`src/rtl/inst_fetch_ctrl_pkg.sv`:
```
// Shared definitions for the instruction-fetch controller: bus widths, NOP word, FSM encodings.
// Optional prefetch support is selected with the INST_FETCH_PREFETCH_EN macro.
package inst_fetch_ctrl_pkg;

    localparam int unsigned InstAddrBus = 32;
    localparam int unsigned InstBus     = 32;
    localparam int unsigned CntW        = 4;

    localparam logic [InstBus-1:0] InstNop = 32'h0;

    typedef enum logic [1:0] {
        FETCH_IDLE     = 2'd0,
        FETCH_WAIT     = 2'd1,
        FETCH_PREFETCH = 2'd2
    } fetch_state_e;

    function automatic logic is_word_aligned(input logic [1:0] lsb);
        return (lsb == 2'b00);
    endfunction

endpackage

```
`src/rtl/inst_fetch_ctrl_line_buf.sv`:
```
// Tag/data/valid storage for fetched words: entry0, plus a prefetch entry pf
// when INST_FETCH_PREFETCH_EN is defined. Lookup is combinational.
module fetch_line_buf
    import inst_fetch_ctrl_pkg::*;
#(
    parameter int unsigned ADDR_W = InstAddrBus,
    parameter int unsigned DATA_W = InstBus
) (
    input  logic              clk,
    input  logic              rst,
    input  logic              inv_i,
    input  logic              fill_i,
    input  logic [ADDR_W-1:0] fill_tag_i,
    input  logic [DATA_W-1:0] fill_data_i,
`ifdef INST_FETCH_PREFETCH_EN
    input  logic              fill_pf_i,
    input  logic              promote_i,
    output logic              hit_pf_o,
    output logic [ADDR_W-1:0] tag0_o,
    output logic [ADDR_W-1:0] tag_pf_o,
`endif
    input  logic [ADDR_W-1:0] lookup_i,
    output logic              hit0_o,
    output logic [DATA_W-1:0] data_o
);

    logic              e0_valid_q;
    logic [ADDR_W-1:0] e0_tag_q;
    logic [DATA_W-1:0] e0_data_q;

`ifdef INST_FETCH_PREFETCH_EN
    logic              pf_valid_q;
    logic [ADDR_W-1:0] pf_tag_q;
    logic [DATA_W-1:0] pf_data_q;

    // Entry0 is loaded by a demand fill or by promoting the prefetched word.
    always_ff @(posedge clk or negedge rst) begin
        if (!rst) begin
            e0_valid_q <= 1'b0;
            e0_tag_q   <= '0;
            e0_data_q  <= '0;
            pf_valid_q <= 1'b0;
            pf_tag_q   <= '0;
            pf_data_q  <= '0;
        end else if (inv_i) begin
            e0_valid_q <= 1'b0;
            pf_valid_q <= 1'b0;
        end else begin
            if (fill_i) begin
                e0_valid_q <= 1'b1;
                e0_tag_q   <= fill_tag_i;
                e0_data_q  <= fill_data_i;
            end else if (promote_i) begin
                e0_valid_q <= pf_valid_q;
                e0_tag_q   <= pf_tag_q;
                e0_data_q  <= pf_data_q;
            end
            if (fill_pf_i) begin
                pf_valid_q <= 1'b1;
                pf_tag_q   <= fill_tag_i;
                pf_data_q  <= fill_data_i;
            end else if (promote_i) begin
                pf_valid_q <= 1'b0;
            end
        end
    end

    assign hit0_o   = e0_valid_q && (e0_tag_q == lookup_i);
    assign hit_pf_o = pf_valid_q && (pf_tag_q == lookup_i);
    assign data_o   = hit_pf_o ? pf_data_q : e0_data_q;
    assign tag0_o   = e0_tag_q;
    assign tag_pf_o = pf_tag_q;
`else
    always_ff @(posedge clk or negedge rst) begin
        if (!rst) begin
            e0_valid_q <= 1'b0;
            e0_tag_q   <= '0;
            e0_data_q  <= '0;
        end else if (inv_i) begin
            e0_valid_q <= 1'b0;
        end else if (fill_i) begin
            e0_valid_q <= 1'b1;
            e0_tag_q   <= fill_tag_i;
            e0_data_q  <= fill_data_i;
        end
    end

    assign hit0_o = e0_valid_q && (e0_tag_q == lookup_i);
    assign data_o = e0_data_q;
`endif

endmodule

```
`src/rtl/inst_fetch_ctrl.sv`:
```
// Instruction-fetch controller: stretches the core's single-cycle fetch into a MEM_LAT-cycle
// memory read with a one-word buffer. INST_FETCH_PREFETCH_EN adds next-word prefetch.
module inst_fetch_ctrl
    import inst_fetch_ctrl_pkg::*;
#(
    parameter int unsigned ADDR_W  = InstAddrBus,
    parameter int unsigned DATA_W  = InstBus,
    parameter int unsigned MEM_LAT = 2
) (
    input  logic              clk,
    input  logic              rst,
    input  logic              cpu_ce_i,
    input  logic [ADDR_W-1:0] cpu_addr_i,
    input  logic              cpu_flush_i,
    output logic [DATA_W-1:0] cpu_inst_o,
    output logic              cpu_stall_o,
    output logic              misalign_o,
    output logic              mem_ce_o,
    output logic [ADDR_W-1:0] mem_addr_o,
    input  logic [DATA_W-1:0] mem_data_i
);

    fetch_state_e      state_q, state_d;
    logic [CntW-1:0]   cnt_q, cnt_d;
    logic              mem_ce_q, mem_ce_d;
    logic [ADDR_W-1:0] mem_addr_q, mem_addr_d;

    logic              aligned_c;
    logic              access_c;
    logic              buf_hit0;
    logic [DATA_W-1:0] buf_data;
    logic              buf_fill;
    logic              buf_inv;
    logic              stall_c;
    logic [DATA_W-1:0] inst_c;

`ifdef INST_FETCH_PREFETCH_EN
    logic              arm_q, arm_d;
    logic              buf_hit_pf;
    logic              buf_fill_pf;
    logic              buf_promote;
    logic [ADDR_W-1:0] buf_tag0;
    logic [ADDR_W-1:0] buf_tag_pf;
`endif

    assign aligned_c = is_word_aligned(cpu_addr_i[1:0]);
    assign access_c  = cpu_ce_i && aligned_c;

    fetch_line_buf #(
        .ADDR_W (ADDR_W),
        .DATA_W (DATA_W)
    ) u_line_buf (
        .clk         (clk),
        .rst         (rst),
        .inv_i       (buf_inv),
        .fill_i      (buf_fill),
        .fill_tag_i  (mem_addr_q),
        .fill_data_i (mem_data_i),
`ifdef INST_FETCH_PREFETCH_EN
        .fill_pf_i   (buf_fill_pf),
        .promote_i   (buf_promote),
        .hit_pf_o    (buf_hit_pf),
        .tag0_o      (buf_tag0),
        .tag_pf_o    (buf_tag_pf),
`endif
        .lookup_i    (cpu_addr_i),
        .hit0_o      (buf_hit0),
        .data_o      (buf_data)
    );

    // Next-state, memory request and core-facing combinational outputs.
    always_comb begin
        state_d    = state_q;
        cnt_d      = cnt_q;
        mem_ce_d   = mem_ce_q;
        mem_addr_d = mem_addr_q;
        buf_fill   = 1'b0;
        buf_inv    = 1'b0;
        stall_c    = 1'b0;
        inst_c     = InstNop;
`ifdef INST_FETCH_PREFETCH_EN
        arm_d       = arm_q;
        buf_fill_pf = 1'b0;
        buf_promote = 1'b0;
`endif
        if (cpu_flush_i) begin
            state_d  = FETCH_IDLE;
            mem_ce_d = 1'b0;
            buf_inv  = 1'b1;
`ifdef INST_FETCH_PREFETCH_EN
            arm_d    = 1'b0;
`endif
        end else begin
            case (state_q)
                FETCH_IDLE: begin
                    if (access_c && buf_hit0) begin
                        inst_c = buf_data;
`ifdef INST_FETCH_PREFETCH_EN
                        if (arm_q) begin
                            mem_addr_d = buf_tag0 + ADDR_W'(4);
                            mem_ce_d   = 1'b1;
                            cnt_d      = CntW'(MEM_LAT - 1);
                            state_d    = FETCH_PREFETCH;
                            arm_d      = 1'b0;
                        end
                    end else if (access_c && buf_hit_pf) begin
                        // Promote the prefetched word and immediately fetch the one after it.
                        inst_c      = buf_data;
                        buf_promote = 1'b1;
                        mem_addr_d  = buf_tag_pf + ADDR_W'(4);
                        mem_ce_d    = 1'b1;
                        cnt_d       = CntW'(MEM_LAT - 1);
                        state_d     = FETCH_PREFETCH;
`endif
                    end else if (access_c) begin
                        stall_c    = 1'b1;
                        mem_addr_d = cpu_addr_i;
                        mem_ce_d   = 1'b1;
                        cnt_d      = CntW'(MEM_LAT - 1);
                        state_d    = FETCH_WAIT;
                    end
                end
                FETCH_WAIT: begin
                    stall_c = 1'b1;
                    if (cnt_q == '0) begin
                        buf_fill = 1'b1;
                        mem_ce_d = 1'b0;
                        state_d  = FETCH_IDLE;
`ifdef INST_FETCH_PREFETCH_EN
                        arm_d    = 1'b1;
`endif
                    end else begin
                        cnt_d = cnt_q - CntW'(1);
                    end
                end
`ifdef INST_FETCH_PREFETCH_EN
                FETCH_PREFETCH: begin
                    // Entry0 hits are served; any demand miss waits for the prefetch to drain.
                    if (access_c && buf_hit0) begin
                        inst_c = buf_data;
                    end else if (access_c) begin
                        stall_c = 1'b1;
                    end
                    if (cnt_q == '0) begin
                        buf_fill_pf = 1'b1;
                        mem_ce_d    = 1'b0;
                        state_d     = FETCH_IDLE;
                    end else begin
                        cnt_d = cnt_q - CntW'(1);
                    end
                end
`endif
                default: begin
                    state_d  = FETCH_IDLE;
                    mem_ce_d = 1'b0;
                end
            endcase
        end
    end

    always_ff @(posedge clk or negedge rst) begin
        if (!rst) begin
            state_q    <= FETCH_IDLE;
            cnt_q      <= '0;
            mem_ce_q   <= 1'b0;
            mem_addr_q <= '0;
`ifdef INST_FETCH_PREFETCH_EN
            arm_q      <= 1'b0;
`endif
        end else begin
            state_q    <= state_d;
            cnt_q      <= cnt_d;
            mem_ce_q   <= mem_ce_d;
            mem_addr_q <= mem_addr_d;
`ifdef INST_FETCH_PREFETCH_EN
            arm_q      <= arm_d;
`endif
        end
    end

    // Combinational outputs are held at their reset values while rst is asserted.
    assign cpu_stall_o = rst && stall_c;
    assign cpu_inst_o  = rst ? inst_c : InstNop;
    assign misalign_o  = rst && cpu_ce_i && !aligned_c;
    assign mem_ce_o    = mem_ce_q;
    assign mem_addr_o  = mem_addr_q;

endmodule

```
`config.mk`:
```
export PLATFORM = sky130hd
export DESIGN_NAME = inst_fetch_ctrl
export DESIGN_NICKNAME = d
export VERILOG_FILES = /design/src/rtl/inst_fetch_ctrl_pkg.sv /design/src/rtl/inst_fetch_ctrl_line_buf.sv /design/src/rtl/inst_fetch_ctrl.sv
export SDC_FILE = /design/constraint.sdc
export NUM_CORES = 1
export LEC_CHECK = 0
export ABC_CLOCK_PERIOD_IN_PS = 8700
export BUFFER_PORTS_ARGS = -buffer_cell sky130_fd_sc_hd__buf_2
export CAP_MARGIN = 20
export CORE_MARGIN = 3
export CORE_UTILIZATION = 56
export CTS_BUF_LIST = sky130_fd_sc_hd__clkbuf_4
export CTS_CLUSTER_SIZE = 25
export DETAILED_ROUTE_END_ITERATION = 6
export GPL_TIMING_DRIVEN = 0
export PLACE_DENSITY = 0.91
export SYNTH_ARGS = -nofsm -noshare
export SYNTH_HDL_FRONTEND = slang
export SYNTH_HIERARCHICAL = 1
export SYNTH_SLANG_ARGS = --single-unit
export TNS_END_PERCENT = 10
```
`constraint.sdc`:
```
create_clock -name clk -period 8.7 [get_ports clk]
set_input_delay 1.74 -clock clk [delete_from_list [all_inputs] [get_ports clk]]
set_output_delay 1.74 -clock clk [all_outputs]
set_load 0.03 [all_outputs]
```
==> metrics.md, run 1 <==
| Metric | Value |
|---|---|
| Status | `finished clean` |
| Via/cell ratio | `5.243` |
| Drt pass-1 iters | `4` |
| Pins Over Slew Limit | `0` |
| Warnings from Yosys | `6` |
| Antenna-violating nets left | `0` |
| Num CTS Buffers | `9` |
| Xor/xnor share of the synthesized area | `0.05586` |
| Mapped Nets | `393` |
| Cell Rows | `32` |
| Slew HR | `0.6632` |
| VDD IR max | `128.2 µV` |
| CTS tree | `built` |
| Final critical-path required period | `6.110 ns` |
| Worst path arrival time | `4.37 ns` |
| Area contributors post-synth | `dfrtp_1, mux2_2, mux2_1` |
| Synth Area in Adders | `0.002752` |
| P&R area growth vs syn | `20.86%` |
| Die height | `96.11 µm` |
| Max frequency | `0.1637 GHz` |
| Count of flip-flops with a built-in enable after synthesis | `0` |
| Cts hold-fix bufs | `0` |
| Initial DRC count | `77` |
| Lkg Pwr | `2.902 nW` |
| CTS resizes | `0` |
| Cell Area, Placed | `5375 µm²` |
| Core Footprint | `7807 µm²` |
| Post-synth top area cell | `dfrtp_1` |
| Distinct cells, synth | `35` |
| Largest family of logic cells by synthesized area | `multiplexers` |
| Max-cap check violation count | `0` |
| Area occupied by multi-input gates | `1866 µm²` |
| Setup CP Type | `in2out` |
| Synth Area in Simple Gates | `0.1010` |
| Post-Syn Area | `4547 µm²` |
| Setup bufs post-CTS | `0` |
| H-tree depth | `3` |
| Drt drc | `0` |
| Register bit total from synthesis | `102` |
| Clock Pin Slew Worst Setup and Hold Paths | `0.14 ns` |
| Fin Setup TNS | `0 ns` |
| Compound-Gate Fraction of Synth Area | `0.01816` |
| Root buffer cell | `clkbuf_4` |
| Post-Syn Instances | `324` |
| Critical path required time | `6.96 ns` |
| Final Hold Viols | `0` |
| Top-count cell post-synth | `dfrtp_1` |
| Skew-Pair Late Insertion Delay | `0.44 ns` |
| Number of global-route vias before repair | `3211` |
| RSZ-0062 raised after global routing | `false` |
| WL final | `9647 µm` |
| Fill cell count | `574` |
| Clock buffer depth | `2` |
| Worst-margin pin slew | `0.5052 ns` |
| Port Buf Inserts | `134` |
| Multiplexer area fraction after synthesis | `0.2325` |
| Gp weighted congestion | `0.7795` |
| First-pass GRT wire length | `15430 µm` |
| FF/Latch Area | `2552 µm²` |
| Largest net degree at the start of global routing | `69` |
| Async SR Flop Fraction | `1.000` |
| Final instance area | `5495 µm²` |
| Die width | `96.11 µm` |
| CP endpoint kind | `output port` |
| Crit path max fanout | `10` |
| Antenna diode count | `0` |
| Initial antenna violation count | `0` |
| Hpwl dp | `7431 µm` |
| I/O Pins | `135` |
| Die area | `9236 µm²` |
| Clock skew | `0.02622 ns` |
| Vias | `3025` |
| Ys flop type | `dfrtp_1` |
| Grt ovf | `0` |
| # setup viols final | `0` |
| Post-synthesis sequential area ratio | `0.5614` |
| Hold Crit Class | `reg2reg` |
| Routed wire per std cell | `16.72 µm` |
| Initial core utilization | `0.5824` |
| Final nets | `539` |
| Yosys top cell area share | `0.5614` |
| Worst Reg-to-Reg Cells | `9` |
| Final period util | `0.7023` |
| P per Cell Area | `222.6 nW/µm²` |
| Hold path depth | `1` |
| Critical path launch point type | `input pin` |
| Ratio of cells with drive above 1 in the final layout | `0.4968` |
| GRT Total Usage | `0.2196` |
| Most instantiated cells after synthesis | `dfrtp_1, mux2_2, and2_1` |
| CTS Sinks | `102` |
| Syn Area/Cell | `14.03 µm²` |
## path summary, 6_finish.rpt
path / startpoint / endpoint / slack, ns
worst min register to register: u_line_buf/data_o[7]$_DFFE_PN0P_ / u_line_buf/data_o[7]$_DFFE_PN0P_ / 0.52
worst max register to register: u_line_buf/e0_tag_q[15]$_DFFE_PN0P_ / mem_addr_o[3]$_DFFE_PN0P_ / 6.11
worst max-delay path: cpu_addr_i[0] / cpu_inst_o[5] / 2.59
worst min-delay path: u_line_buf/data_o[7]$_DFFE_PN0P_ / u_line_buf/data_o[7]$_DFFE_PN0P_ / 0.52
min in group asynchronous: rst / mem_addr_o[13]$_DFFE_PN0P_ / 1.26
max in group asynchronous: rst / u_line_buf/data_o[7]$_DFFE_PN0P_ / 6.74
## flip-flops by register name, indices dropped and copies added, names as in the netlist
signal / cells
cnt_q: 4
mem_addr_o: 32
mem_ce_o: 1
u_line_buf/data_o: 32
u_line_buf/e0_tag_q: 32
u_line_buf/e0_valid_q: 1
## power breakdown
group	internal [mW]	total (mW)	switching (mW)	leakage, nW
clock network	0.0643	0.222	0.157	0.0647
registers	0.596	0.672	0.0756	1.34
logic	0.152	0.330	0.178	1.50
total	0.813	1.22	0.411	2.90
## worst max-delay path, stage by stage
cell and delay, ns:
buf_2 0.14, xor2_1 0.19, nor4_2 0.31, nand4_1 0.18, nor4b_2 0.49, nand3_1 0.15
nor4b_2 0.45, clkbuf_1 0.34, and2_1 0.19, buf_2 0.20
## cell families after synthesis
family,Yosys count
buf+inv,21
flops,102
mux,94
fa+ha+maj,1
compound gates,11
simple gates,66
xor+xnor,29
## metrics by stage
| stage | worst slack, ns | power (mW) | cells | util | hold WS, ns |
|---|---|---|---|---|---|
| finish | 2.590 | 1.223 | 577 | 0.7038 | 0.5172 |
| global route | 2.319 | 1.298 | 577 | 0.7038 | 0.5387 |
| CTS | 2.553 | 1.234 | 577 | 0.7038 | 0.5215 |
| detailed placement | 2.556 | 1.015 | 561 | 0.6885 | 0.4876 |
| global placement | 2.039 | 0.9877 | 560 | 0.6846 | 0.4802 |
| floorplan | 3.231 | 0.8941 | 324 | - | 0.4597 |
## final cells by class
cell class	count	area share
clock inverters	6	0.008197
clock buffers	10	0.01366
inverters	7	0.004781
well taps	102	0.02322
multi-input cells	201	0.3395
plain buffers	14	0.01867
repair buffers	135	0.1275
flip-flops and latches	102	0.4645
## cell usage in the layout (no fill, tap or decap), types with 3 or more instances in the layout
| cell | instances |
|---|---|
| buf_6 | 3 |
| dfrtp_1 | 102 |
| buf_2 | 134 |
| nor4_1 | 3 |
| buf_4 | 8 |
| nand2_1 | 4 |
| nor2_1 | 5 |
| clkbuf_1 | 3 |
| mux2_1 | 29 |
| clkbuf_4 | 10 |
| and2_1 | 36 |
| mux2_2 | 64 |
| xor2_1 | 28 |
| inv_1 | 7 |
| nor4_2 | 4 |
## routing by layer
layer | wire length (µm) | GRT usage | up-vias
li1 | - | - | 1409
met1 | 3906 | 0.2790 | 1512
met2 | 5047 | 0.3709 | 78
met3 | 396 | 0.03831 | 26
met4 | 297 | 0.09123 | 0
met5 | 0 | 0 | -
Note: power is estimated with default switching activity, not from simulation.
==> inputs of run 2 (changes only) <==
--- a/config.mk
+++ b/config.mk
@@ -5,16 +5,16 @@
 export SDC_FILE = /design/constraint.sdc
 export NUM_CORES = 1
 export LEC_CHECK = 0
-export ABC_CLOCK_PERIOD_IN_PS = 8700
+export ABC_CLOCK_PERIOD_IN_PS = 5850
 export BUFFER_PORTS_ARGS = -buffer_cell sky130_fd_sc_hd__buf_2
 export CAP_MARGIN = 20
 export CORE_MARGIN = 3
-export CORE_UTILIZATION = 56
+export CORE_UTILIZATION = 53
 export CTS_BUF_LIST = sky130_fd_sc_hd__clkbuf_4
 export CTS_CLUSTER_SIZE = 25
 export DETAILED_ROUTE_END_ITERATION = 6
 export GPL_TIMING_DRIVEN = 0
-export PLACE_DENSITY = 0.91
+export PLACE_DENSITY = 0.87
 export SYNTH_ARGS = -nofsm -noshare
 export SYNTH_HDL_FRONTEND = slang
 export SYNTH_HIERARCHICAL = 1
==> constraint.sdc (replaced) <==
create_clock -name clk -period 5.85 [get_ports clk]
set_input_delay 1.17 -clock clk [delete_from_list [all_inputs] [get_ports clk]]
set_output_delay 1.17 -clock clk [all_outputs]
set_load 0.03 [all_outputs]
==> run 2 against run 1 <==
Non-clock buffer count did not move. Sequential cell count did not move. Worst hold slack improved by 0.00060 ns. Utilization fell by 3.4 points. Global-route usage fell by 1.4 points. Register-to-register slack got worse by 2.9 ns. Die area rose by 5.3%. Clock power rose by 70%. Critical path depth did not move.
==> metrics.md, run 2 (synthesis gave the netlist of run 1 again) <==
| Metric | Value |
|---|---|
| Worst path arrival time | `3.75 ns (-0.62 ns)` |
| Final cell count without fillers | `580 (+0.52%)` |
| First-pass GRT wire length | `15920 µm (+3.2%)` |
| Final instance area | `5529 µm² (+0.61%)` |
| Max-cap check violation count | `0 (unchanged)` |
| Largest net degree at the start of global routing | `72 (+4.3%)` |
| Vias | `3007 (-0.60%)` |
| Buf+Inv Stages, Crit Path | `3 (unchanged)` |
| Crit path largest cell delay | `0.49 ns (about the same)` |
| Crit path from | `cpu_addr_i[15]` |
| VDD IR max | `200.1 µV (+56%)` |
| CP delay by family, top | `simple AND/OR/NAND/NOR gates` |
| Cts hold-fix bufs | `0 (unchanged)` |
| Die area | `9726 µm² (+5.3%)` |
| Slew HR | `0.6964 (+0.03317)` |
| Initial antenna violation count | `0 (unchanged)` |
| Drt drc | `0 (unchanged)` |
| Die height | `98.62 µm (+2.6%)` |
| Critical path required time | `4.68 ns (-2.28 ns)` |
| Clock Pin Slew Worst Setup and Hold Paths | `0.15 ns (about the same)` |
| Critical path launch point type | `input pin` |
| CP cell instances | `buf_2 > xor2_1 > nor4_2 > nand4_1 > nor4b_2 > nand3_1 > nor4b_2 > clkbuf_1 > and2_1 > buf_2` |
| WL final | `9555 µm (-0.95%)` |
| Clock buffer depth | `2 (unchanged)` |
| Skew-Pair Late Insertion Delay | `0.44 ns (about the same)` |
| Root buffer cell | `clkbuf_4` |
| Initial DRC count | `74 (-3.9%)` |
| Grt ovf | `0 (unchanged)` |
| Critical R2R Launch | `u_line_buf/e0_tag_q[15]$_DFFE_PN0P_` |
| Final nets | `539 (unchanged)` |
| Final critical-path required period | `4.920 ns` |
| Drt pass-1 iters | `4 (unchanged)` |
| Routed wire per std cell | `16.47 µm (-1.5%)` |
| P per Cell Area | `337.7 nW/µm² (+52%)` |
| Gp weighted congestion | `0.7526 (-3.5%)` |
| Hpwl dp | `7438 µm (about the same)` |
| Clock skew | `0.01863 ns (-0.007590 ns)` |
| Worst-margin pin slew | `0.4554 ns (-0.04975 ns)` |
| Commonest non-fill, non-tap cell in the layout | `buf_2` |
| Cell Area, Placed | `5379 µm² (about the same)` |
| Via/cell ratio | `5.184 (-1.1%)` |
| Initial core utilization | `0.5506 (-0.03177)` |
| Max frequency | `0.2033 GHz` |
| Status | `finished clean` |
| Setup bufs post-CTS | `0 (unchanged)` |
| Antenna-violating nets left | `0 (unchanged)` |
| Die width | `98.62 µm (+2.6%)` |
| Setup CP Type | `in2out` |
| GRT Total Usage | `0.2056 (-0.01403)` |
| P&R area growth vs syn | `21.60%` |
| H-tree depth | `3 (unchanged)` |
| CTS resizes | `0 (unchanged)` |
| Antenna diode count | `0 (unchanged)` |
| CTS tree | `built` |
| Crit path max fanout | `10 (unchanged)` |
| Number of global-route vias before repair | `3292 (+2.5%)` |
| CP endpoint kind | `output port` |
| Hold Crit Class | `reg2reg` |
| Fin Setup TNS | `0 ns (unchanged)` |
| Slowest-stage cell, CP | `nor4b_2` |
| # setup viols final | `0 (unchanged)` |
| Lkg Pwr | `2.912 nW (+0.34%)` |
| RSZ-0062 raised after global routing | `false` |
| Pins Over Slew Limit | `0 (unchanged)` |
| Core Footprint | `8258 µm² (+5.8%)` |
| CTS Sinks | `102 (unchanged)` |
| HP Start | `u_line_buf/data_o[16]$_DFFE_PN0P_` |
| Port Buf Inserts | `134 (unchanged)` |
| Ratio of cells with drive above 1 in the final layout | `0.4968 (unchanged)` |
| Dpl cells | `564 (+0.53%)` |
| Num CTS Buffers | `9 (unchanged)` |
| Cell Rows | `33 (+3.1%)` |
| Final period util | `0.8410` |
| I/O Pins | `135 (unchanged)` |
| Most frequent cells in the layout | `buf_2, dfrtp_1, mux2_2, and2_1, mux2_1` |
| Final Hold Viols | `0 (unchanged)` |
run 2: changes by cell type in the layout (fill, tap and decap cells not counted):
| cell | delta |
|---|---|
| clkbuf_4 | -1 |
| clkinv_4 | +2 |
| clkinv_2 | -2 |
| bufinv_16 | +1 |
run 2: through the flow:
step	worst slack, ns	util	power [mW]	hold WS [ns]
2_1_floorplan	1.521	-	1.330	0.4597
5_1_grt	0.6328	0.6695	1.977	0.5381
3_5_place_dp	0.8391	0.6514	1.512	0.4872
4_1_cts	0.8385	0.6695	1.887	0.5213
3_3_place_gp	0.3149	0.6477	1.468	0.4802
6_report	0.9300	0.6695	1.867	0.5178
run 2: per-layer routing:
metal,vias to the layer above,share of wire,GRT usage
met5,-,0,0
met4,0,0.013,0.06513
met3,10,0.038,0.02902
met2,63,0.54,0.3718
met1,1521,0.41,0.2545
li1,1413,-,-
run 2: final cells by class:
class,count,area [µm²]
Inverter,7,26.28
Sequential cell,102,2552
Timing Repair Buffer,135,700.7
Tap cell,105,131.4
Clock buffer,9,67.56
Fill cell,648,2729
Buffer,14,102.6
Multi-Input combinational cell,201,1866
Clock inverter,7,82.58
run 2: worst paths after layout:
path	end	slack, ns	depth (start not counted)
min reg2reg	u_line_buf/data_o[16]$_DFFE_PN0P_	0.52	1
max in group asynchronous	mem_addr_o[7]$_DFFE_PN0P_	4.50	2
max reg2reg	mem_addr_o[17]$_DFFE_PN0P_	3.22	9
min	u_line_buf/data_o[16]$_DFFE_PN0P_	0.52	1
min in group asynchronous	u_line_buf/data_o[22]$_DFFE_PN0P_	0.66	1
max	cpu_inst_o[18]	0.93	10
run 2: power breakdown:
part	switching, mW	total [mW]	internal (mW)
logic	0.265	0.492	0.226
registers	0.111	0.997	0.887
clock network	0.242	0.378	0.136
total	0.618	1.87	1.25
==> inputs of run 3 (changes only) <==
--- a/config.mk
+++ b/config.mk
@@ -5,16 +5,17 @@
 export SDC_FILE = /design/constraint.sdc
 export NUM_CORES = 1
 export LEC_CHECK = 0
-export ABC_CLOCK_PERIOD_IN_PS = 5850
+export ABC_AREA = 1
+export ABC_CLOCK_PERIOD_IN_PS = 4350
 export BUFFER_PORTS_ARGS = -buffer_cell sky130_fd_sc_hd__buf_2
 export CAP_MARGIN = 20
 export CORE_MARGIN = 3
-export CORE_UTILIZATION = 53
+export CORE_UTILIZATION = 50
 export CTS_BUF_LIST = sky130_fd_sc_hd__clkbuf_4
 export CTS_CLUSTER_SIZE = 25
 export DETAILED_ROUTE_END_ITERATION = 6
 export GPL_TIMING_DRIVEN = 0
-export PLACE_DENSITY = 0.87
+export PLACE_DENSITY = 0.84
 export SYNTH_ARGS = -nofsm -noshare
 export SYNTH_HDL_FRONTEND = slang
 export SYNTH_HIERARCHICAL = 1
==> constraint.sdc (replaced) <==
create_clock -name clk -period 4.35 [get_ports clk]
set_input_delay 0.87 -clock clk [delete_from_list [all_inputs] [get_ports clk]]
set_output_delay 0.87 -clock clk [all_outputs]
set_load 0.03 [all_outputs]
==> run 3 against run 2 <==
Worst setup slack lost 0.41 ns. Total power rose by 52%. Sequential power grew 44%. Worst hold slack worse by 0.15 ns. Clock power up 23%. Routed wire length rose by 32%. Combinational power rose by 89%. Global-route usage is 1.8 points higher. Critical endpoint is now cpu_inst_o[11]. Largest power group unchanged.
==> metrics.md, run 3 <==
| Metric | Value |
|---|---|
| WL final | `12600 µm (+32%)` |
| Register bit total from synthesis | `102 (unchanged)` |
| Final period util | `0.8808` |
| Fin Setup TNS | `0 ns (unchanged)` |
| Antenna-violating nets left | `0 (unchanged)` |
| CP endpoint kind | `output port` |
| FF/Latch Area | `2552 µm² (unchanged)` |
| Worst path arrival time | `2.96 ns (-0.79 ns)` |
| CTS resizes | `0 (unchanged)` |
| Mapped Nets | `592 (+51%)` |
| Crit path from | `cpu_addr_i[25]` |
| Pwr Total | `2.833 mW (+52%)` |
| Drt pass-1 iters | `4 (unchanged)` |
| Slowest-stage cell, CP | `nor2_1` |
| Ys flop type | `dfrtp_1` |
| Skew-Pair Late Insertion Delay | `0.47 ns (+0.03 ns)` |
| Async SR Flop Fraction | `1.000 (unchanged)` |
| Initial antenna violation count | `0 (unchanged)` |
| Most frequent cells in the layout | `buf_2, nand2_1, dfrtp_1, inv_1, nor2_1` |
| Num CTS Buffers | `9 (unchanged)` |
| VDD IR max | `232.3 µV (+16%)` |
| Final critical-path required period | `3.831 ns` |
| Gp weighted congestion | `0.8518 (+13%)` |
| Fill cell count | `831 (+28%)` |
| Initial core utilization | `0.5195 (-0.03107)` |
| Post-synth top area cell | `dfrtp_1` |
| Post-synthesis sequential area ratio | `0.4980 (-0.06332)` |
| Cell Rows | `36 (+9.1%)` |
| Warnings from Yosys | `6 (unchanged)` |
| Final nets | `738 (+37%)` |
| Vias | `4118 (+37%)` |
| RSZ-0062 raised after global routing | `false` |
| Syn Area/Cell | `9.799 µm² (-30%)` |
| Status | `finished clean` |
| Distinct cells, synth | `27 (-23%)` |
| Clock skew | `0.03032 ns (+0.01169 ns)` |
| Core Footprint | `9864 µm² (+19%)` |
| Buf+Inv Stages, Crit Path | `4 (+1)` |
| Largest net degree at the start of global routing | `66 (-8.3%)` |
| Initial DRC count | `196 (+160%)` |
| Final Hold Viols | `0 (unchanged)` |
| CTS Sinks | `102 (unchanged)` |
| Routed wire per std cell | `15.59 µm (-5.4%)` |
| Post-Syn Instances | `523 (+61%)` |
| GRT Total Usage | `0.2232 (+0.01757)` |
| Via/cell ratio | `5.097 (-1.7%)` |
| Lkg Pwr | `3.407 nW (+17%)` |
| Critical R2R Launch | `u_line_buf/e0_tag_q[21]$_DFFE_PN0P_` |
| # setup viols final | `0 (unchanged)` |
| Hpwl dp | `9316 µm (+25%)` |
| Clock buffer depth | `2 (unchanged)` |
| Critical path launch point type | `input pin` |
| Area occupied by multi-input gates | `2190 µm² (+17%)` |
| Clock Pin Slew Worst Setup and Hold Paths | `0.17 ns (+0.02 ns)` |
| Top-count cell post-synth | `nand2_1` |
| Hold Crit Class | `in2async` |
| Pins Over Slew Limit | `0 (unchanged)` |
| Crit path largest cell delay | `0.51 ns (+0.02 ns)` |
| Worst-margin pin slew | `0.6551 ns (+0.1997 ns)` |
| Max-cap check violation count | `0 (unchanged)` |
| Die area | `11500 µm² (+18%)` |
| CP delay by family, top | `simple AND/OR/NAND/NOR gates` |
| P per Cell Area | `462.9 nW/µm² (+37%)` |
| CTS tree | `built` |
| Port Buf Inserts | `134 (unchanged)` |
| Drt drc | `0 (unchanged)` |
| Most instantiated cells after synthesis | `nand2_1, dfrtp_1, inv_1` |
| Slew HR | `0.5617 (-0.1347)` |
| Ratio of cells with drive above 1 in the final layout | `0.3546 (-0.1422)` |
| Commonest non-fill, non-tap cell in the layout | `buf_2` |
| First-pass GRT wire length | `20100 µm (+26%)` |
| Count of flip-flops with a built-in enable after synthesis | `0 (unchanged)` |
| Setup bufs post-CTS | `0 (unchanged)` |
| P&R area growth vs syn | `19.43%` |
| Cts hold-fix bufs | `0 (unchanged)` |
| CP cell instances | `buf_2 > inv_1 > nand2_1 > o21ai_0 > nor2_1 > nand2_1 > nor2_1 > nand3_1 > nor2_1 > nand4_4 > buf_6 > nor3b_1 > buf_2` |
| Root buffer cell | `clkbuf_4` |
| Setup CP Type | `in2out` |
| I/O Pins | `135 (unchanged)` |
| Area contributors post-synth | `dfrtp_1, mux2_4, nand2_1` |
| Die height | `107.2 µm (+8.7%)` |
| Most frequent CP cell | `nor2_1` |
| Max frequency | `0.2610 GHz` |
| Grt ovf | `0 (unchanged)` |
| Yosys top cell area share | `0.4980 (-0.06332)` |
| Critical path required time | `3.48 ns (-1.20 ns)` |
| Crit path max fanout | `10 (unchanged)` |
| Number of global-route vias before repair | `4152 (+26%)` |
| H-tree depth | `3 (unchanged)` |
| Post-Syn Area | `5125 µm² (+13%)` |
| Die width | `107.2 µm (+8.7%)` |
==> run 3: changes by cell type in the layout (fill, tap and decap cells not counted), moves of 25 or more <==
cell     before  now
nor2_1        5   44
mux2_4        0   43
mux2_2       64    3
o21ai_0       1   38
mux2_1       29    0
xor2_1       28    3
nand2_1       4  133
inv_1         7   49
nor3b_1       2   30
and2_1       36    0
==> run 3: final cells by class <==
cell class              instances  area share
inverters                      50     0.03066
well taps                     133     0.02719
clock inverters                 6    0.008381
clock buffers                  10     0.01226
diodes                          1   0.0004088
repair buffers                135      0.1145
flip-flops and latches        102      0.4170
multi-input cells             347      0.3577
plain buffers                  24     0.03189
==> run 3: metrics by stage <==
step | instance area (µm²) | cells | hold WS, ns | util | setup slack [ns]
2_1_floorplan | 5125 | 523 | 0.4419 | - | 0.7171
5_1_grt | 6118 | 807 | 0.3562 | 0.6202 | 0.3036
3_3_place_gp | 5962 | 790 | 0.4538 | 0.6044 | -0.5159
3_5_place_dp | 5992 | 791 | 0.4709 | 0.6074 | 0.5077
4_1_cts | 6118 | 807 | 0.3590 | 0.6202 | 0.4937
6_report | 6121 | 808 | 0.3679 | 0.6205 | 0.5186
==> run 3: cells by family (layout without fill, tap and decap cells) <==
| kind of cell | count (synthesis) | in the layout | synth area share |
|---|---|---|---|
| xor+xnor | 8 | 8 | 0.01367 |
| flops | 102 | 102 | 0.4980 |
| mux | 46 | 46 | 0.1326 |
| fa+ha+maj | 1 | 1 | 0.002441 |
| other cells | 0 | 1 | 0 |
| simple gates | 231 | 231 | 0.2112 |
| buf+inv | 74 | 225 | 0.07471 |
| compound gates | 61 | 61 | 0.06738 |
==> run 3: path summary, 6_finish.rpt <==
kind	cells after the start	to	slack (ns)
max	13	cpu_inst_o[11]	0.52
min	1	u_line_buf/e0_tag_q[9]$_DFFE_PN0P_	0.37
max reg2reg	11	mem_addr_o[30]$_DFFE_PN0P_	2.07
min reg2reg	2	cnt_q[0]$_DFFE_PN0P_	0.50
max in group asynchronous	2	mem_addr_o[10]$_DFFE_PN0P_	3.28
min in group clk	2	cnt_q[0]$_DFFE_PN0P_	0.50
==> run 3: report_power, final <==
part	switching [mW]	internal, mW
registers	0.182	1.26
clock network	0.329	0.135
logic	0.465	0.466
total	0.976	1.86
==> run 3: layer usage <==
metal / wire, µm / global-route usage / part of all wire / vias to the layer above
li1: - / - / - / 1962
met1: 5177 / 0.2741 / 0.41 / 1955
met2: 6188 / 0.3744 / 0.49 / 176
met3: 1000 / 0.05599 / 0.079 / 25
met4: 229 / 0.09224 / 0.018 / 0
met5: 0 / 0 / 0 / -
==> run 3: worst register-to-register path: stages, from the launching register on <==
cell and delay [ns]:
dfrtp_1 0.39, inv_1 0.07, nand2_1 0.08, nand2_1 0.05, nor2_1 0.14, nand2_1 0.07, nor2_1 0.09, nand3_1 0.09
nor2_1 0.51, clkbuf_1 0.45, o21ai_0 0.19, nand2_1 0.09
